### config.mk
export PLATFORM = sky130hd
export DESIGN_NAME = spi_mem_burst
export DESIGN_NICKNAME = d
export VERILOG_FILES = /design/src/rtl/spi_mem_pkg.sv /design/src/rtl/spi_pin_sync.sv /design/src/rtl/spi_mem_burst.sv
export SDC_FILE = /design/constraint.sdc
export NUM_CORES = 1
export LEC_CHECK = 0
export ABC_AREA = 0
export CAP_MARGIN = 10
export CORE_MARGIN = 2
export CORE_UTILIZATION = 40
export CTS_CLUSTER_DIAMETER = 50
export DETAILED_ROUTE_END_ITERATION = 8
export PLACE_DENSITY = 0.57
export SYNTH_ARGS = -nofsm -noshare
export SYNTH_HDL_FRONTEND = slang
export SYNTH_HIERARCHICAL = 1
export SYNTH_SLANG_ARGS = --single-unit
### constraint.sdc
create_clock -name clk -period 2.7 [get_ports clk]
set_clock_uncertainty 0.15 [all_clocks]
set_input_delay 0.54 -clock clk [delete_from_list [all_inputs] [get_ports clk]]
set_output_delay 0.54 -clock clk [all_outputs]
set_load 0.02 [all_outputs]
### src/rtl/spi_mem_pkg.sv
// spi_mem_pkg
//   Shared definitions for the SPI-fronted burst memory (spi_mem_burst).
//   - state_t    : frame-control FSM encoding
//   - cmd_width  : command frame length (address bits + R/W bit)
//   - cnt_width  : width of the frame bit counter, sized to count a full
//                  command or a full data word, whichever is longer
package spi_mem_pkg;

  typedef enum logic [2:0] {
    IDLE      = 3'd0,
    CMD       = 3'd1,
    RD_LOAD   = 3'd2,
    RD_SHIFT  = 3'd3,
    WR_SHIFT  = 3'd4,
    WR_COMMIT = 3'd5
  } state_t;

  function automatic int cmd_width(input int addr_w);
    return addr_w + 1;
  endfunction

  function automatic int cnt_width(input int cmd_w, input int data_w);
    int longest;
    longest = (cmd_w > data_w) ? cmd_w : data_w;
    return $clog2(longest + 1);
  endfunction

endpackage

### src/rtl/spi_pin_sync.sv
// spi_pin_sync
//   Brings one asynchronous SPI pin into the clk domain through a 2-flop
//   synchroniser and derives single-cycle edge pulses from the synchronised
//   level. A pin edge shows up on rise/fall in the third clk cycle after it.
// Parameters
//   RST_VAL  level the synchroniser holds in reset (idle level of the pin)
// Ports
//   clk    in   system clock
//   rst_n  in   asynchronous active-low reset
//   pin    in   raw asynchronous pin
//   level  out  synchronised pin level
//   rise   out  1-clk pulse on a synchronised 0->1 transition
//   fall   out  1-clk pulse on a synchronised 1->0 transition
module spi_pin_sync #(
  parameter logic RST_VAL = 1'b0
) (
  input  logic clk,
  input  logic rst_n,
  input  logic pin,
  output logic level,
  output logic rise,
  output logic fall
);

  logic meta_p0;
  logic sync_p1;
  logic prev_p2;

  always_ff @(posedge clk or negedge rst_n) begin
    if (!rst_n) begin
      meta_p0 <= RST_VAL;
      sync_p1 <= RST_VAL;
      prev_p2 <= RST_VAL;
    end else begin
      meta_p0 <= pin;
      // stage 1: metastability settled
      sync_p1 <= meta_p0;
      // stage 2: previous synchronised level for edge detection
      prev_p2 <= sync_p1;
    end
  end

  assign level = sync_p1;
  assign rise  = sync_p1 & ~prev_p2;
  assign fall  = ~sync_p1 & prev_p2;

endmodule

### src/rtl/spi_mem_burst.sv
// spi_mem_burst
//   SPI mode-0 slave (MSB first) in front of an on-chip RAM. A frame is a
//   command (ADDR_W address bits, then R/W bit, 1 = read) followed by any
//   number of DATA_W-bit words until CS rises. The address auto-increments
//   per word and wraps from DEPTH-1 to 0. Addresses >= DEPTH drop writes and
//   read as zero. CS rising part-way through a command or word pulses
//   frame_err and discards the partial word.
// Parameters
//   ADDR_W  address bits in the command
//   DATA_W  bits per data word
//   DEPTH   implemented words (1 .. 2**ADDR_W)
// Ports
//   clk           in   system clock
//   rst_n         in   asynchronous active-low reset
//   sclk_pin      in   SPI clock (asynchronous)
//   cs_pin        in   SPI chip select, active low (asynchronous)
//   mosi_pin      in   SPI master-out data (asynchronous)
//   fault_inject  in   only with SPI_MEM_FAULT_EN: forces bit 0 of a
//                      committed word to 0 while high
//   miso_pin      out  SPI slave-out data (registered)
//   miso_oe       out  drive enable for miso_pin
//   busy          out  synchronised CS-low indication
//   frame_err     out  1-clk pulse on a CS rise mid-command or mid-word
//   leds          out  low 8 bits of the last committed write word
// Configuration
//   SPI_MEM_FAULT_EN  adds fault_inject (stuck-at-0 emulation on bit 0)
module spi_mem_burst
  import spi_mem_pkg::*;
#(
  parameter int ADDR_W = 7,
  parameter int DATA_W = 8,
  parameter int DEPTH  = 2 ** ADDR_W
) (
  input  logic       clk,
  input  logic       rst_n,
  input  logic       sclk_pin,
  input  logic       cs_pin,
  input  logic       mosi_pin,
`ifdef SPI_MEM_FAULT_EN
  input  logic       fault_inject,
`endif
  output logic       miso_pin,
  output logic       miso_oe,
  output logic       busy,
  output logic       frame_err,
  output logic [7:0] leds
);

  localparam int CMD_W = cmd_width(ADDR_W);
  localparam int CNT_W = cnt_width(CMD_W, DATA_W);
  localparam int IDX_W = (DEPTH > 1) ? $clog2(DEPTH) : 1;

  localparam logic [CNT_W-1:0]  CMD_LAST  = CNT_W'(CMD_W - 1);
  localparam logic [CNT_W-1:0]  WORD_LAST = CNT_W'(DATA_W - 1);
  localparam logic [ADDR_W-1:0] ADDR_LAST = ADDR_W'(DEPTH - 1);
  localparam logic [ADDR_W:0]   DEPTH_V   = (ADDR_W + 1)'(DEPTH);

  function automatic logic [DATA_W-1:0] shift_word(input logic [DATA_W-1:0] w,
                                                   input logic b);
    logic [DATA_W:0] t;
    t = {w, b};
    return t[DATA_W-1:0];
  endfunction

  function automatic logic [ADDR_W-1:0] shift_addr(input logic [ADDR_W-1:0] a,
                                                   input logic b);
    logic [ADDR_W:0] t;
    t = {a, b};
    return t[ADDR_W-1:0];
  endfunction

  function automatic logic [7:0] low_byte(input logic [DATA_W-1:0] w);
    logic [DATA_W+7:0] t;
    t = {8'h00, w};
    return t[7:0];
  endfunction

  logic sclk_lvl, sclk_pos, sclk_neg;
  logic cs_lvl, cs_rise, cs_fall;
  logic mosi_lvl, mosi_rise, mosi_fall;
  logic unused_edges;

  spi_pin_sync #(.RST_VAL(1'b0)) u_sclk_sync (
    .clk(clk), .rst_n(rst_n), .pin(sclk_pin),
    .level(sclk_lvl), .rise(sclk_pos), .fall(sclk_neg)
  );

  // CS idles high, so its synchroniser resets to 1 to keep busy low.
  spi_pin_sync #(.RST_VAL(1'b1)) u_cs_sync (
    .clk(clk), .rst_n(rst_n), .pin(cs_pin),
    .level(cs_lvl), .rise(cs_rise), .fall(cs_fall)
  );

  spi_pin_sync #(.RST_VAL(1'b0)) u_mosi_sync (
    .clk(clk), .rst_n(rst_n), .pin(mosi_pin),
    .level(mosi_lvl), .rise(mosi_rise), .fall(mosi_fall)
  );

  assign unused_edges = ^{sclk_lvl, cs_rise, cs_fall, mosi_rise, mosi_fall};

  state_t              state, state_n;
  logic                frame_err_n;
  logic [CNT_W-1:0]    bit_cnt;
  logic [ADDR_W-1:0]   addr;
  logic [ADDR_W-1:0]   addr_inc;
  logic                in_range;
  logic [IDX_W-1:0]    idx;
  logic                fetch_pend;
  logic                load_pend;
  logic [DATA_W-1:0]   shreg;
  logic [DATA_W-1:0]   rd_data;
  logic [DATA_W-1:0]   wr_word;
  logic [DATA_W-1:0]   mem [DEPTH];

  assign busy     = ~cs_lvl;
  assign in_range = ({1'b0, addr} < DEPTH_V);
  assign idx      = addr[IDX_W-1:0];
  assign addr_inc = (addr == ADDR_LAST) ? '0 : addr + ADDR_W'(1);

`ifdef SPI_MEM_FAULT_EN
  assign wr_word = {shreg[DATA_W-1:1] , shreg[0] & ~fault_inject};
`else
  assign wr_word = shreg;
`endif

  always_comb begin
    state_n     = state;
    frame_err_n = 1'b0;
    if (state != IDLE && cs_lvl) begin
      state_n     = IDLE;
      frame_err_n = (bit_cnt != '0);
    end else begin
      case (state)
        IDLE:      if (!cs_lvl) state_n = CMD;
        CMD:       if (sclk_pos && bit_cnt == CMD_LAST)
                     state_n = mosi_lvl ? RD_LOAD : WR_SHIFT;
        RD_LOAD:   state_n = RD_SHIFT;
        RD_SHIFT:  state_n = RD_SHIFT;
        WR_SHIFT:  if (sclk_pos && bit_cnt == WORD_LAST) state_n = WR_COMMIT;
        WR_COMMIT: state_n = WR_SHIFT;
        default:   state_n = IDLE;
      endcase
    end
  end

  always_ff @(posedge clk or negedge rst_n) begin
    if (!rst_n) begin
      state      <= IDLE;
      frame_err  <= 1'b0;
      miso_oe    <= 1'b0;
      miso_pin   <= 1'b0;
      leds       <= 8'h00;
      bit_cnt    <= '0;
      addr       <= '0;
      fetch_pend <= 1'b0;
      load_pend  <= 1'b0;
    end else begin
      state      <= state_n;
      frame_err  <= frame_err_n;
      miso_oe    <= (state_n == RD_LOAD) || (state_n == RD_SHIFT);
      fetch_pend <= 1'b0;
      // Next read word: the address moves first, the RAM answers one clk
      // later, and the shifter takes it the clk after that.
      load_pend  <= fetch_pend || (state == RD_LOAD);
      case (state)
        CMD: begin
          if (sclk_pos) begin
            if (bit_cnt == CMD_LAST) begin
              bit_cnt <= '0;
            end else begin
              bit_cnt <= bit_cnt + CNT_W'(1);
              addr    <= shift_addr(addr, mosi_lvl);
            end
          end
        end
        RD_SHIFT: begin
          if (sclk_neg) miso_pin <= shreg[DATA_W-1];
          if (sclk_pos) begin
            if (bit_cnt == WORD_LAST) begin
              bit_cnt    <= '0;
              addr       <= addr_inc;
              fetch_pend <= 1'b1;
            end else begin
              bit_cnt <= bit_cnt + CNT_W'(1);
            end
          end
        end
        WR_SHIFT: begin
          if (sclk_pos) begin
            if (bit_cnt == WORD_LAST) bit_cnt <= '0;
            else                      bit_cnt <= bit_cnt + CNT_W'(1);
          end
        end
        WR_COMMIT: begin
          addr <= addr_inc;
          if (in_range) leds <= low_byte(wr_word);
        end
        default: ;
      endcase
      if (state_n == IDLE) begin
        bit_cnt  <= '0;
        miso_pin <= 1'b0;
      end
    end
  end

  // RAM, read register and shifter carry data only and are not reset.
  always_ff @(posedge clk) begin
    rd_data <= in_range ? mem[idx] : '0;
    if (state == WR_COMMIT && in_range) mem[idx] <= wr_word;
    case (state)
      WR_SHIFT: if (sclk_pos) shreg <= shift_word(shreg, mosi_lvl);
      RD_SHIFT: begin
        if (load_pend)     shreg <= rd_data;
        else if (sclk_neg) shreg <= shreg << 1;
      end
      default: ;
    endcase
  end

endmodule
==> results.json, run 1 <==
{
  "max_stage_delay_ps": 480,
  "p_sw_mw": 11.4,
  "cts_hold_buf": 0,
  "internal_power_mw": 31.5,
  "hp-class": "in2reg",
  "crit_type": "reg2reg",
  "placement_rows": 119,
  "ir_drop_mv": 0.636,
  "place_hpwl_um": 88000,
  "yosys_warnings": 6,
  "dieHeight_um": 329,
  "run_status": "finished with violations",
  "max_slew_margin_pct": 31.4,
  "maxCapViolations": 0,
  "min_from": "cs_pin",
  "portBuffers": 16,
  "vias_per_cell": 5.99,
  "violations": "negative setup slack",
  "n_antenna_cell": 0,
  "setup_viol": 8,
  "crit_path_cell_trace": "buf_6, buf_16, buf_4, mux2_2, a221o_1, o2bb2ai_1, a311o_1, nor4_4, nand3_1",
  "crit_arrival_ps": 3340,
  "initial_core_util_pct": 40.3,
  "area_growth_pct": 25.1,
  "drive_gt1_share_pct": 33.7,
  "cellLeakagePower_nw": 18.0,
  "hold_viol": 0,
  "clk_latency_ps": 710,
  "finish.net_count": 2918,
  "p_comb_share_pct": 19.1,
  "critPathLaunch": "addr[2]",
  "synthCells": 2416,
  "setup_ws_ps": -223,
  "fin_crit_ps": 2920,
  "clock_path_buffers": 3,
  "p_sw_share_pct": 26.6,
  "syn_nets": 2424,
  "pwr-share-clk_pct": 38.4,
  "grt_max_degree": 129,
  "rsz0062_at_grt": "yes",
  "avgSynthCellArea_um2": 17.5,
  "synth_area_um2": 42400,
  "die_area_um2": 109000,
  "ios": 17,
  "antenna_found_initial": 1,
  "cts_max_level": 3,
  "grt_remaining_overflow": 0,
  "crit_fanout": 12,
  "cts.sinks": 1074,
  "fmax_mhz": 342,
  "period_share_pct": 108,
  "required_ps": 3110,
  "cts_made_buffers": 117,
  "report.final.slew_viol_count": 0,
  "track_usage_pct": 24.7,
  "cp_slowest_cell": "dfrtp_4",
  "drt_pass1_iterations": 6,
  "drc_errors": 0,
  "die_w_um": 329,
  "worst_slew_pin_slew_ps": 1020,
  "grt_pass1_vias": 26300,
  "p_seq_share_pct": 42.5,
  "routed_wl_um": 134000,
  "hold_ws_ps": 97.4,
  "drtAntennaViolNets": 0,
  "start_kind": "register",
  "core_um2": 105000,
  "end_kind": "register",
  "clk_pin_slew_ps": 60,
  "place.gp.congestion": 0.951,
  "clockRootBuffer": "clkbuf_16",
  "p_per_area_nw_per_um2": 809,
  "vias": 26300,
  "grt_pass1_wl_um": 193000,
  "cts_tree": "yes",
  "wire_per_inst_um": 30.5,
  "timing.rr.start": "addr[2]",
  "place_ws_ps": -552,
  "power_mw": 42.9,
  "dr.first_iter.drc_count": 3645
}
metal layers:
| layer | part of all wire [%] | vias up | global-route usage (%) |
|---|---|---|---|
| li1 | - | 10900 | - |
| met1 | 40 | 13600 | 34.5 |
| met2 | 46 | 1577 | 38.3 |
| met3 | 10 | 301 | 4.86 |
| met4 | 4.2 | 2 | 9.75 |
| met5 | 0.012 | - | 0 |
layout make-up:
class	instances	area, um2
multi-input cells	1167	10100
inverters	10	47.5
clock inverters	80	926
repair buffers	540	5180
flip-flops and latches	1074	32000
clock buffers	139	3050
fillers	8559	52100
well taps	1391	1740
layout by cell type (no fill, tap or decap), types with 14 or more instances in the layout:
| cell type | instances |
|---|---|
| a21oi_1 | 33 |
| a221o_1 | 22 |
| a221oi_1 | 77 |
| a221oi_2 | 14 |
| a22o_1 | 16 |
| a22oi_1 | 56 |
| a31oi_1 | 20 |
| buf_12 | 60 |
| buf_4 | 423 |
| buf_6 | 27 |
| bufinv_16 | 18 |
| clkbuf_1 | 20 |
| clkbuf_16 | 122 |
| clkdlybuf4s50_1 | 16 |
| clkinv_1 | 23 |
| clkinv_2 | 19 |
| dfrtp_1 | 27 |
| edfxtp_1 | 1032 |
| mux2_2 | 107 |
| mux2i_1 | 79 |
| mux4_2 | 87 |
| nand2_1 | 123 |
| nand3_1 | 30 |
| nor2_1 | 168 |
| nor2_2 | 16 |
| o21ai_0 | 44 |
| o221ai_1 | 17 |
| o2bb2ai_1 | 20 |
flip-flops by register name (all words and copies together), names as in the netlist:
register / cells
rd_data: 8
u_sclk_sync/meta_p0: 1
mem: 1024
fetch_pend: 1
state: 3
u_mosi_sync/level: 1
u_sclk_sync/prev_p2: 1
leds: 8
bit_cnt: 4
addr: 7
u_mosi_sync/meta_p0: 1
u_cs_sync/meta_p0: 1
u_sclk_sync/level: 1
u_cs_sync/level: 1
frame_err: 1
shreg: 8
load_pend: 1
miso_pin: 1
miso_oe: 1
what timing repair did:
action                     in CTS  in global routing
setup endpoints to repair     123                151
buffers inserted               35                 11
gates cloned                    5                  3
resized for setup              87                 78
pin swaps                      29                 39
metrics by stage:
step	TNS [ps]	area [um2]	instances	util (%)
finish	-1080	53000	4401	50.4
global route	-1240	53000	4401	50.4
CTS	-3010	52600	4390	50.0
detailed placement	-17660	47800	4133	45.4
global placement	-17560	47800	4133	45.4
floorplan	-3770	42400	2416	-
power by group through the flow:
stage                     clock [mW]  combinational [mW]  sequential, mW
after global routing            17.3                8.43            18.2
after global placement             0                7.07            18.6
after detailed placement           0                7.06            18.6
after floorplan                    0                3.63            18.4
final                           16.5                8.21            18.2
after CTS                       16.6                7.73            18.2
final timing paths:
path / endpoint / slack (ps) / cells after the start
max in group asynchronous: addr[1] / 1890 / 2
max reg2reg: rd_data[0] / -220 / 9
min reg2reg: u_sclk_sync/level / 200 / 0
min: u_cs_sync/meta_p0 / 100 / 1
max: rd_data[0] / -220 / 9
min in group asynchronous: leds[4] / 120 / 2
worst max-delay path: cells and delay by family, from the launching register on:
kind / cells / cell delay (ps)
AO/OA/AOI/OAI: 3 / 910
AND/OR/NAND/NOR: 2 / 390
flip-flops: 1 / 480
buffers and inverters: 3 / 500
multiplexers: 1 / 350
(Power assumes the default switching activity.)
==> inputs of run 2 (changes only) <==
GPL_ROUTABILITY_DRIVEN = 1   (was default)
==> results of run 2 <==
The final DEF is identical to that of run 1; final timing and power are the same.
